$ cat src/rtl/demux_pkg.sv
// Shared definitions for the registered 1-to-2 demux: widths, channel ids and slot state.
package demux_pkg;

  localparam int DEMUX_WIDTH_DEF = 5;
  localparam logic CH0 = 1'b0;
  localparam logic CH1 = 1'b1;
  localparam int CNT_W = 8;
  localparam logic [CNT_W-1:0] CNT_MAX = {CNT_W{1'b1}};

  typedef enum logic {SLOT_EMPTY, SLOT_FULL} slot_state_t;

  // Saturating increment so delivery statistics stick at all-ones instead of wrapping.
  function automatic logic [CNT_W-1:0] sat_inc(input logic [CNT_W-1:0] v);
    return (v == CNT_MAX) ? v : v + 1'b1;
  endfunction

endpackage

$ cat src/rtl/demux_slot.sv
// One-entry holding slot of the demux; optional delivery counter under DEMUX12_STATS_EN.
module demux_slot
  import demux_pkg::*;
#(
  parameter int width = DEMUX_WIDTH_DEF
) (
  input  logic             clk,
  input  logic             rst,
  input  logic             load,
  input  logic [width-1:0] load_data,
  input  logic             out_ready,
`ifdef DEMUX12_STATS_EN
  output logic [CNT_W-1:0] cnt,
`endif
  output logic             out_valid,
  output logic [width-1:0] out_data
);

  slot_state_t      state_q, state_d;
  logic [width-1:0] data_q, data_d;
  logic             drain;

  assign drain = (state_q == SLOT_FULL) && out_ready;

  // A load wins over a drain, so a simultaneous drain+load keeps the slot FULL.
  always_comb begin
    state_d = state_q;
    data_d  = data_q;
    if (load) begin
      state_d = SLOT_FULL;
      data_d  = load_data;
    end else if (drain) begin
      state_d = SLOT_EMPTY;
    end
  end

  always_ff @(posedge clk) begin
    if (rst) begin
      state_q <= SLOT_EMPTY;
      data_q  <= '0;
    end else begin
      state_q <= state_d;
      data_q  <= data_d;
    end
  end

  assign out_valid = (state_q == SLOT_FULL);
  assign out_data  = data_q;

`ifdef DEMUX12_STATS_EN
  logic [CNT_W-1:0] cnt_q, cnt_d;

  always_comb begin
    cnt_d = cnt_q;
    if (drain) cnt_d = sat_inc(cnt_q);
  end

  always_ff @(posedge clk) begin
    if (rst) cnt_q <= '0;
    else     cnt_q <= cnt_d;
  end

  assign cnt = cnt_q;
`endif

endmodule

$ cat src/rtl/demux12_reg.sv
// Registered 1-to-2 demux with per-channel one-entry slots and independent back-pressure.
// Optional per-channel delivery counters (cnt0/cnt1) when DEMUX12_STATS_EN is defined.
module demux12_reg
  import demux_pkg::*;
#(
  parameter int width = DEMUX_WIDTH_DEF
) (
  input  logic             clk,
  input  logic             rst,
  input  logic             in_valid,
  input  logic [width-1:0] in_data,
  input  logic             sel,
  output logic             in_ready,
  output logic             out0_valid,
  output logic [width-1:0] out0_data,
  input  logic             out0_ready,
  output logic             out1_valid,
  output logic [width-1:0] out1_data,
`ifdef DEMUX12_STATS_EN
  output logic [CNT_W-1:0] cnt0,
  output logic [CNT_W-1:0] cnt1,
`endif
  input  logic             out1_ready
);

  logic [1:0]       slot_valid;
  logic [1:0]       slot_ready;
  logic [1:0]       slot_load;
  logic [1:0]       ch_ready;
  logic [width-1:0] slot_data [2];
`ifdef DEMUX12_STATS_EN
  logic [CNT_W-1:0] slot_cnt [2];
`endif

  assign ch_ready = {out1_ready, out0_ready};

  // Only the selected slot decides in_ready; the other channel never stalls this word.
  assign in_ready = !rst && ((sel == CH1) ? slot_ready[1] : slot_ready[0]);

  generate
    for (genvar gi = 0; gi < 2; gi++) begin : g_slot
      assign slot_ready[gi] = !slot_valid[gi] || ch_ready[gi];
      assign slot_load[gi]  = in_valid && in_ready && (sel == 1'(gi));

      demux_slot #(.width(width)) u_slot (
        .clk       (clk),
        .rst       (rst),
        .load      (slot_load[gi]),
        .load_data (in_data),
        .out_ready (ch_ready[gi]),
`ifdef DEMUX12_STATS_EN
        .cnt       (slot_cnt[gi]),
`endif
        .out_valid (slot_valid[gi]),
        .out_data  (slot_data[gi])
      );
    end
  endgenerate

  assign out0_valid = slot_valid[0];
  assign out1_valid = slot_valid[1];
  assign out0_data  = slot_data[0];
  assign out1_data  = slot_data[1];
`ifdef DEMUX12_STATS_EN
  assign cnt0 = slot_cnt[0];
  assign cnt1 = slot_cnt[1];
`endif

endmodule
$ cat config.mk
export PLATFORM = sky130hd
export DESIGN_NAME = demux12_reg
export DESIGN_NICKNAME = d
export VERILOG_FILES = /design/src/rtl/demux_pkg.sv /design/src/rtl/demux_slot.sv /design/src/rtl/demux12_reg.sv
export SDC_FILE = /design/constraint.sdc
export NUM_CORES = 1
export LEC_CHECK = 0
export BUFFER_PORTS_ARGS = -buffer_cell sky130_fd_sc_hd__buf_2
export CAP_MARGIN = 20
export CELL_PAD_IN_SITES_DETAIL_PLACEMENT = 0
export CELL_PAD_IN_SITES_GLOBAL_PLACEMENT = 1
export CORE_MARGIN = 5
export CORE_UTILIZATION = 31
export DETAILED_ROUTE_END_ITERATION = 8
export PLACE_DENSITY_LB_ADDON = 0.1
export SLEW_MARGIN = 40
export SYNTH_ARGS = -nofsm -noshare
export SYNTH_HDL_FRONTEND = slang
export SYNTH_SLANG_ARGS = --single-unit
$ cat constraint.sdc
create_clock -name clk -period 1.3 [get_ports clk]
set_clock_uncertainty 0.15 [all_clocks]
set_input_delay 0.26 -clock clk [delete_from_list [all_inputs] [get_ports clk]]
set_output_delay 0.26 -clock clk [all_outputs]
set_load 0.03 [all_outputs]
# == Word-level counts from Yosys, hierarchy flattened ==
# Cells that the tools add are included.
# word_totals
register_bits,12
input_bits,11
output_inout_bits,13
wordCells,23
# classes
mux,5
bitwise,1
n_reduce_logical,13
# ops
operator,count
1-bit logical AND,6
1-bit two-way mux,5
2-bit nonzero test,2
1-bit logical NOT,3
1-bit logical OR,2
1-bit inverter,1

# == Logic depth before layout (Yosys ltp) ==
# Gate-level depths: netlist (run 1).
# depth
ltp_word,7
ltp_mapped,3
ltp_nobuf,3

# == By module ==
# A second synthesis (run 1) with hierarchy kept.
# hier_totals
hier_cells,47
area_unflattened_um2,484.2
# modules_own_cells
mod,n_inst,cells_per_inst,area_per_inst_um2,seq_area_each_um2
demux_slot,2,20,215.2,120.1
demux12_reg,1,7,53.8,0.0

# == Worst setup path after synthesis (run 1) ==
# Ideal clock, no wire load.
# synth_path
path_type,register -> output
startpoint,reg g_slot[1].u_slot.state_q
endpoint,out in_ready
arrival_ns,1.036
required_ns,0.890
slack_ns,-0.146
path_stages_with_launch,4
path_buffers,0
cell_sequence,dfxtp_1 > nand2b_1 > mux2i_1 > nor2_1
# synth_via
elab_chain_len,4
# synth_lines
item,line,rtl
start: declaration,demux_slot.sv:19,"slot_state_t state_q, state_d;"
start signal: assignment,demux_slot.sv:42,state_q <= state_d;
1-bit logical NOT,demux12_reg.sv:42,assign slot_ready[gi] = !slot_valid[gi] || ch_ready[gi];
1-bit logical OR,demux12_reg.sv:42,
1-bit two-way mux,demux12_reg.sv:38,assign in_ready = !rst && ((sel == CH1) ? slot_ready[1] : slot_ready[0]);
1-bit logical AND,demux12_reg.sv:38,
end: declaration,demux12_reg.sv:13,"output logic in_ready,"
# Every way passes these cells.

# == Final worst setup path (run 1) ==
# layout_path
startpoint,reg g_slot[0].u_slot.state_q
endpoint,out in_ready
# layout_via
elab_chain_len,4
# layout_lines
item,line
start: declaration,demux_slot.sv:19
start signal: assignment,demux_slot.sv:42
1-bit logical NOT,demux12_reg.sv:42
1-bit logical OR,demux12_reg.sv:42
1-bit two-way mux,demux12_reg.sv:38
1-bit logical AND,demux12_reg.sv:38
# Every way passes these cells.

==> results of run 1 <==
area by class of cell:
class	instances	area share (%)
Tap cell	16	2.610
Multi-Input combinational cell	29	39.15
Timing Repair Buffer	31	23.65
Clock buffer	3	2.936
Sequential cell	12	31.65
worst reg2reg max path, cell delays in order, from the launching register on:
cell      delay, ns
dfxtp_2        0.34
nand2b_4       0.07
buf_4          0.12
nand4b_4       0.17
mux2_4         0.34
power groups by stage:
| stage | clock network, uW | registers, uW | logic [uW] |
|---|---|---|---|
| 6_report | 222 | 396 | 166 |
| 3_5_place_dp | 0 | 404 | 147 |
| 3_3_place_gp | 0 | 404 | 146 |
| 4_1_cts | 234 | 397 | 157 |
| 5_1_grt | 244 | 399 | 176 |
| 2_1_floorplan | 0 | 444 | 47.6 |
per-stage QoR:
stage          util [%]  total power [uW]  setup TNS [ns]
2_1_floorplan         -             491.5               0
3_3_place_gp      44.60             549.5         -0.3833
3_5_place_dp      44.60             550.7         -0.3600
4_1_cts           49.09             788.5         -0.1725
5_1_grt           50.91             820.0         -0.3316
6_report          50.91             784.0         -0.1446
metal layers:
layer	vias to the layer above	global-route usage (%)
met2	15	13.35
li1	209	-
met1	183	12.25
met3	3	3.313
met4	0	3.930
met5	-	0
worst paths after layout:
| path | to | startpoint | cells after the start | slack, ns |
|---|---|---|---|---|
| min reg2reg | g_slot[0].u_slot.out_data[3] | g_slot[0].u_slot.out_data[3] | 2 | 0.43 |
| max reg2reg | g_slot[1].u_slot.out_data[1] | g_slot[1].u_slot.out_valid | 4 | 0.01 |
| max | in_ready | g_slot[0].u_slot.out_valid | 4 | -0.14 |
| min | g_slot[1].u_slot.out_data[3] | in_data[3] | 2 | 0.08 |
kinds of logic after synthesis:
group                  count (synthesis)  synth area share (%)
multiplexers                          11                 24.94
AO/OA/AOI/OAI                          2                 2.036
flip-flops                            12                 48.85
AND/OR/NAND/NOR                       16                 23.15
buffers and inverters                  1                 1.017
cell usage after synthesis:
| cell | number | area, um2 |
|---|---|---|
| mux2i_1 | 1 | 10.01 |
| buf_2 | 1 | 5.000 |
| and2b_1 | 1 | 7.510 |
| nand4b_2 | 1 | 15.01 |
| a21oi_1 | 2 | 10.01 |
| nor2b_1 | 9 | 56.30 |
| nor3b_2 | 1 | 12.51 |
| nand2_2 | 1 | 6.260 |
| mux2_2 | 10 | 112.6 |
| nand2b_1 | 2 | 12.51 |
| nor2_1 | 1 | 3.750 |
| dfxtp_1 | 12 | 240.2 |
state kept, by name (all words and copies together), names as in the netlist:
register,cells
g_slot.u_slot.out_data,10
g_slot.u_slot.out_valid,2
what timing repair did:
action                                  CTS  global route
resized for setup                         5             7
buffers inserted                          2             1
pin swaps                                 1             2
endpoints found under the setup margin    1            11
==> metrics.cfg, run 1 <==
[run_status]
status = finished with violations
violations = negative setup slack

[synth]
syn-cell-area_um2 = 491.7
syn-num-nets = 53
yosysSeqAreaShare_pct = 48.85
yosys_warnings = 0
syn_inst = 42
syn_avg_cell_area_um2 = 11.71
synth.distinct_cells = 12
ys_ff_latch = 12

[routing]
met3_length_um = 82
dr_total_vias = 410
wl_per_cell_um = 12.64
drt-initial-drc-count = 1
routed_wl_um = 1150
drt-pass1-iter-count = 2
maxUsedRoutingLayer = met4
viasPerCell = 4.505
wl_met1_um = 550
drtAntennaViolNets = 0
drc_errors = 0
wl_met2_um = 497

[die]
ios = 24
std_cell_rows = 14
core-area_um2 = 1506
fp.dieH_um = 49.83
initial_core_util_pct = 32.64
die_x_um = 49.83
dieArea_um2 = 2483

[timing]
slew_headroom_pct = 85.77
finalMaxSlewViolations = 0
timing.fmax_mhz = 692.2
fin_crit_sh_pct = 111.1
grt_setup_unrepaired = true
setup_ws_ns = -0.1446
tightest_slew_ns = 0.2125
report.final.setup_viol = 1
finalCriticalPeriod_ns = 1.445
hold_violations = 0
whs_ns = 0.08469

[finish]
regArea_um2 = 242.7
multiInputGateArea_um2 = 300.3
final_layout_size_suffix_gt1_share_pct = 70.67
nNetsFinal = 88
areaGrowthSynthToFinish_pct = 55.98
fin_cells = 91
final_cell_mix = 22 x buf_2, 10 x dfxtp_1, 9 x nor2b_1
fillers = 153
final_area_um2 = 767.0
n_antenna_cell = 0
layout_commonest_cell = buf_2

[pwr]
p_leak_uw = 0.0004045
pwr-share-clk_pct = 28.3
netSwitchingPower_uw = 211.2
p_seq_share_pct = 50.6
power_density_nw_per_um2 = 1022
peakVddDrop_uv = 486.0
internal_power_uw = 572.7
pwr-share-comb_pct = 21.1
swShare_pct = 26.94

[setup_path]
crit_type = register to output port
end_kind = output port
cp.required_ns = 0.89
critPathMaxFanout = 2
start_kind = register
cp_num_buf_inv = 1
slowest_delay_ns = 0.35
worstPathArrival_ns = 1.03
critPathSlowestCell = dfxtp_2
path_cells = nand2b_4 > mux2i_2 > nor2_2 > buf_6
path_delay_family = flip-flops

[placed_design]
place.gp.congestion = 0.6613
dp_hpwl_um = 851.4
dp_cells = 86
portBuffers = 23
placed_area_um2 = 671.9
place_ws_ns = -0.05040

[clock_tree]
htree_num_levels = 1
cts.sinks = 12
clk_pin_slew_ns = 0.07
cts_tree = yes
hold_buffers = 0
cts_root_buf = clkbuf_4
cts_buffer_depth = 2
cts_made_buffers = 3
worst_skew_pair.late_latency_ns = 0.27

[global_route]
track_usage_pct = 9.248
grt_max_degree = 7
grt_pass1_wl_um = 1835
grt_pass1_vias = 401
antenna_found_initial = 0
gr-total-overflow = 0

[min_path]
hp-class = primary input to register

[job]
max_cap_viol_count = 0

No activity file was read; power rests on OpenSTA's default activity.
==> run 2, diff against run 1 <==
--- a/config.mk
+++ b/config.mk
@@ -9,11 +9,13 @@
 export CAP_MARGIN = 20
 export CELL_PAD_IN_SITES_DETAIL_PLACEMENT = 0
 export CELL_PAD_IN_SITES_GLOBAL_PLACEMENT = 1
-export CORE_MARGIN = 5
-export CORE_UTILIZATION = 31
+export CORE_MARGIN = 4
+export CORE_UTILIZATION = 30
+export CTS_CLUSTER_DIAMETER = 100
 export DETAILED_ROUTE_END_ITERATION = 8
 export PLACE_DENSITY_LB_ADDON = 0.1
 export SLEW_MARGIN = 40
 export SYNTH_ARGS = -nofsm -noshare
 export SYNTH_HDL_FRONTEND = slang
+export SYNTH_HIERARCHICAL = 1
 export SYNTH_SLANG_ARGS = --single-unit
==> metrics.cfg, run 2 <==
[pwr]
pwr-share-clk_pct = 30.4
pwr-share-comb_pct = 18.1
swShare_pct = 25.44
power_density_nw_per_um2 = 1020
p_leak_uw = 0.0003437
peakVddDrop_uv = 490.3
internal_power_uw = 559.3
p_seq_share_pct = 51.4
netSwitchingPower_uw = 190.9

[timing]
report.final.setup_viol = 8
fin_crit_sh_pct = 118.7
timing.fmax_mhz = 648.3
finalCriticalPeriod_ns = 1.542
setup_ws_ns = -0.2425
hold_violations = 0
whs_ns = 0.09346
finalMaxSlewViolations = 0
tightest_slew_ns = 0.2211
slew_headroom_pct = 85.26
grt_setup_unrepaired = true

[run_status]
violations = negative setup slack
status = finished with violations

[die]
fp.dieH_um = 48.18
std_cell_rows = 14
dieArea_um2 = 2321
core-area_um2 = 1524
ios = 24
die_x_um = 48.18
initial_core_util_pct = 31.77

[placed_design]
place_ws_ns = -0.07855
portBuffers = 23
place.gp.congestion = 0.6903
placed_area_um2 = 681.9
dp_hpwl_um = 854.1

[routing]
viasPerCell = 4.526
wl_per_cell_um = 10.76
drt-pass1-iter-count = 1
drt-initial-drc-count = 0
routed_wl_um = 1044
dr_total_vias = 439
drc_errors = 0
drtAntennaViolNets = 0

[clock_tree]
worst_skew_pair.late_latency_ns = 0.26
clk_pin_slew_ns = 0.08
cts_made_buffers = 3
cts_root_buf = clkbuf_4
htree_num_levels = 1
cts_tree = yes
cts.sinks = 12
cts_buffer_depth = 2

[finish]
final_cell_mix = 20 x buf_2, 11 x buf_4, 10 x mux2i_1, 10 x nor2_1, 10 x dfxtp_1
largest_reg_flops = 10
final_area_um2 = 735.7
nNetsFinal = 93
final_layout_size_suffix_gt1_share_pct = 50.62
n_antenna_cell = 0
fin_util_pct = 48.28
areaGrowthSynthToFinish_pct = 51.94
layout_commonest_cell = buf_2
fillers = 152

[synth]
syn-num-nets = 58
synth.top_cell.area_share_pct = 49.61
ys.flop_type = dfxtp_1
synth_edf_count = 0
ys_top_cells_by_area = dfxtp_1 50%, mux2i_1 21%, nor2_1 7.8%, buf_6 4.7%, a21oi_1 3.1%
muxShareOfSynthArea_pct = 20.67
yosys.area_share.xor_xnor_pct = 0
synth_compound_area_share_pct = 4.910
yosys_warnings = 6
synth.distinct_cells = 12
yosysSeqAreaShare_pct = 49.61
syn_inst = 47
synth_top_family_by_area = multiplexers
synth-adder-area-share_pct = 0
syn-cell-area_um2 = 484.2
synthMostInstantiatedCell = dfxtp_1
syn_avg_cell_area_um2 = 10.30
synthTopCellsByCount = 12 x dfxtp_1, 10 x mux2i_1, 10 x nor2_1
yosys.area_share.simple_pct = 17.83
synth_top_area_cell = dfxtp_1
async_reset_ff_share_pct = 0
ys_ff_latch = 12

[setup_path]
worstPathArrival_ns = 1.13
path_cells = nor3b_4 > a311oi_4 > buf_6
critPathSlowestCell = dfxtp_4
slowest_delay_ns = 0.34
crit_type = register to output port
r2r_cells = 6
rrSetupSlack_ns = -0.20
crit_start = g_slot[0].u_slot/out_valid
worstReg2RegStart = g_slot[0].u_slot/out_valid
start_kind = register
end_kind = output port
r2r-end = g_slot[0].u_slot/out_data[1]
critPathMaxFanout = 2
cp.required_ns = 0.89
cp-endpoint = in_ready

[global_route]
grt_pass1_wl_um = 1600
track_usage_pct = 9.917
antenna_found_initial = 0
grt_max_degree = 8
gr-total-overflow = 0
grt_pass1_vias = 383

[min_path]
hold_depth = 3
hp-class = primary input to register

[job]
max_cap_viol_count = 0

==> run 2: layout make-up <==
class	instances	area, um2	share of cell area (%)
clock buffer	4	26.28	3.571
inverter	3	11.26	1.531
multi-input combinational	30	239.0	32.48
sequential	12	245.2	33.33
tap	16	20.02	2.721
timing repair buffer	32	193.9	26.36
==> run 2: worst min path at each step <==
stage / start / end
6_report: in_data[2] / g_slot[0].u_slot/out_data[2]
5_1_grt: in_data[2] / g_slot[0].u_slot/out_data[2]
4_1_cts: in_data[2] / g_slot[0].u_slot/out_data[2]
3_5_place_dp: g_slot[1].u_slot/out_data[3] / g_slot[1].u_slot/out_data[3]
3_3_place_gp: g_slot[1].u_slot/out_data[0] / g_slot[1].u_slot/out_data[0]
2_1_floorplan: rst / g_slot[0].u_slot/out_valid
==> run 2: critical path, delay by kind of cell, from the launching register on <==
family	cells	cell delay [ns]
flip-flops	1	0.34
AO/OA/AOI/OAI	1	0.21
buffers and inverters	1	0.17
AND/OR/NAND/NOR	1	0.15
==> run 2: cells by family after synthesis <==
family,count (synthesis)
and+or+nand+nor,16
DFF,12
muxes,10
buffers and inverters,5
AOI/OAI and AO/OA,4
==> run 2: timing repair <==
| item | in CTS | in global routing |
|---|---|---|
| buffers inserted | 1 | 1 |
| endpoints found under the setup margin | 7 | 8 |
| pin swaps | 1 | 1 |
| hold endpoints to repair | 0 | 0 |
| gates resized for setup | 5 | 1 |
| hold buffers | 0 | 0 |
==> run 2: per-stage QoR <==
stage	total power, uW	instances	TNS [ns]
4_1_cts	765.1	96	-1.444
5_1_grt	797.1	97	-1.974
3_3_place_gp	524.0	91	-0.8736
6_report	750.2	97	-1.377
2_1_floorplan	466.1	47	-0.4241
3_5_place_dp	524.1	91	-0.7914
==> run 2: metal layers <==
layer  wire, um  GRT usage, %  vias to the layer above
met2        514         14.84                       11
met3         79         2.214                        2
met4          6         4.839                        0
met5          0             0                        -
li1           -             -                      226
met1        443         13.33                      200
==> run 2: power groups by stage <==
stage / clock, uW / sequential (uW) / combinational, uW
after floorplan: 0 / 421 / 45.5
after global placement: 0 / 395 / 129
after detailed placement: 0 / 395 / 129
after CTS: 243 / 386 / 136
after global routing: 262 / 388 / 147
final: 228 / 386 / 136
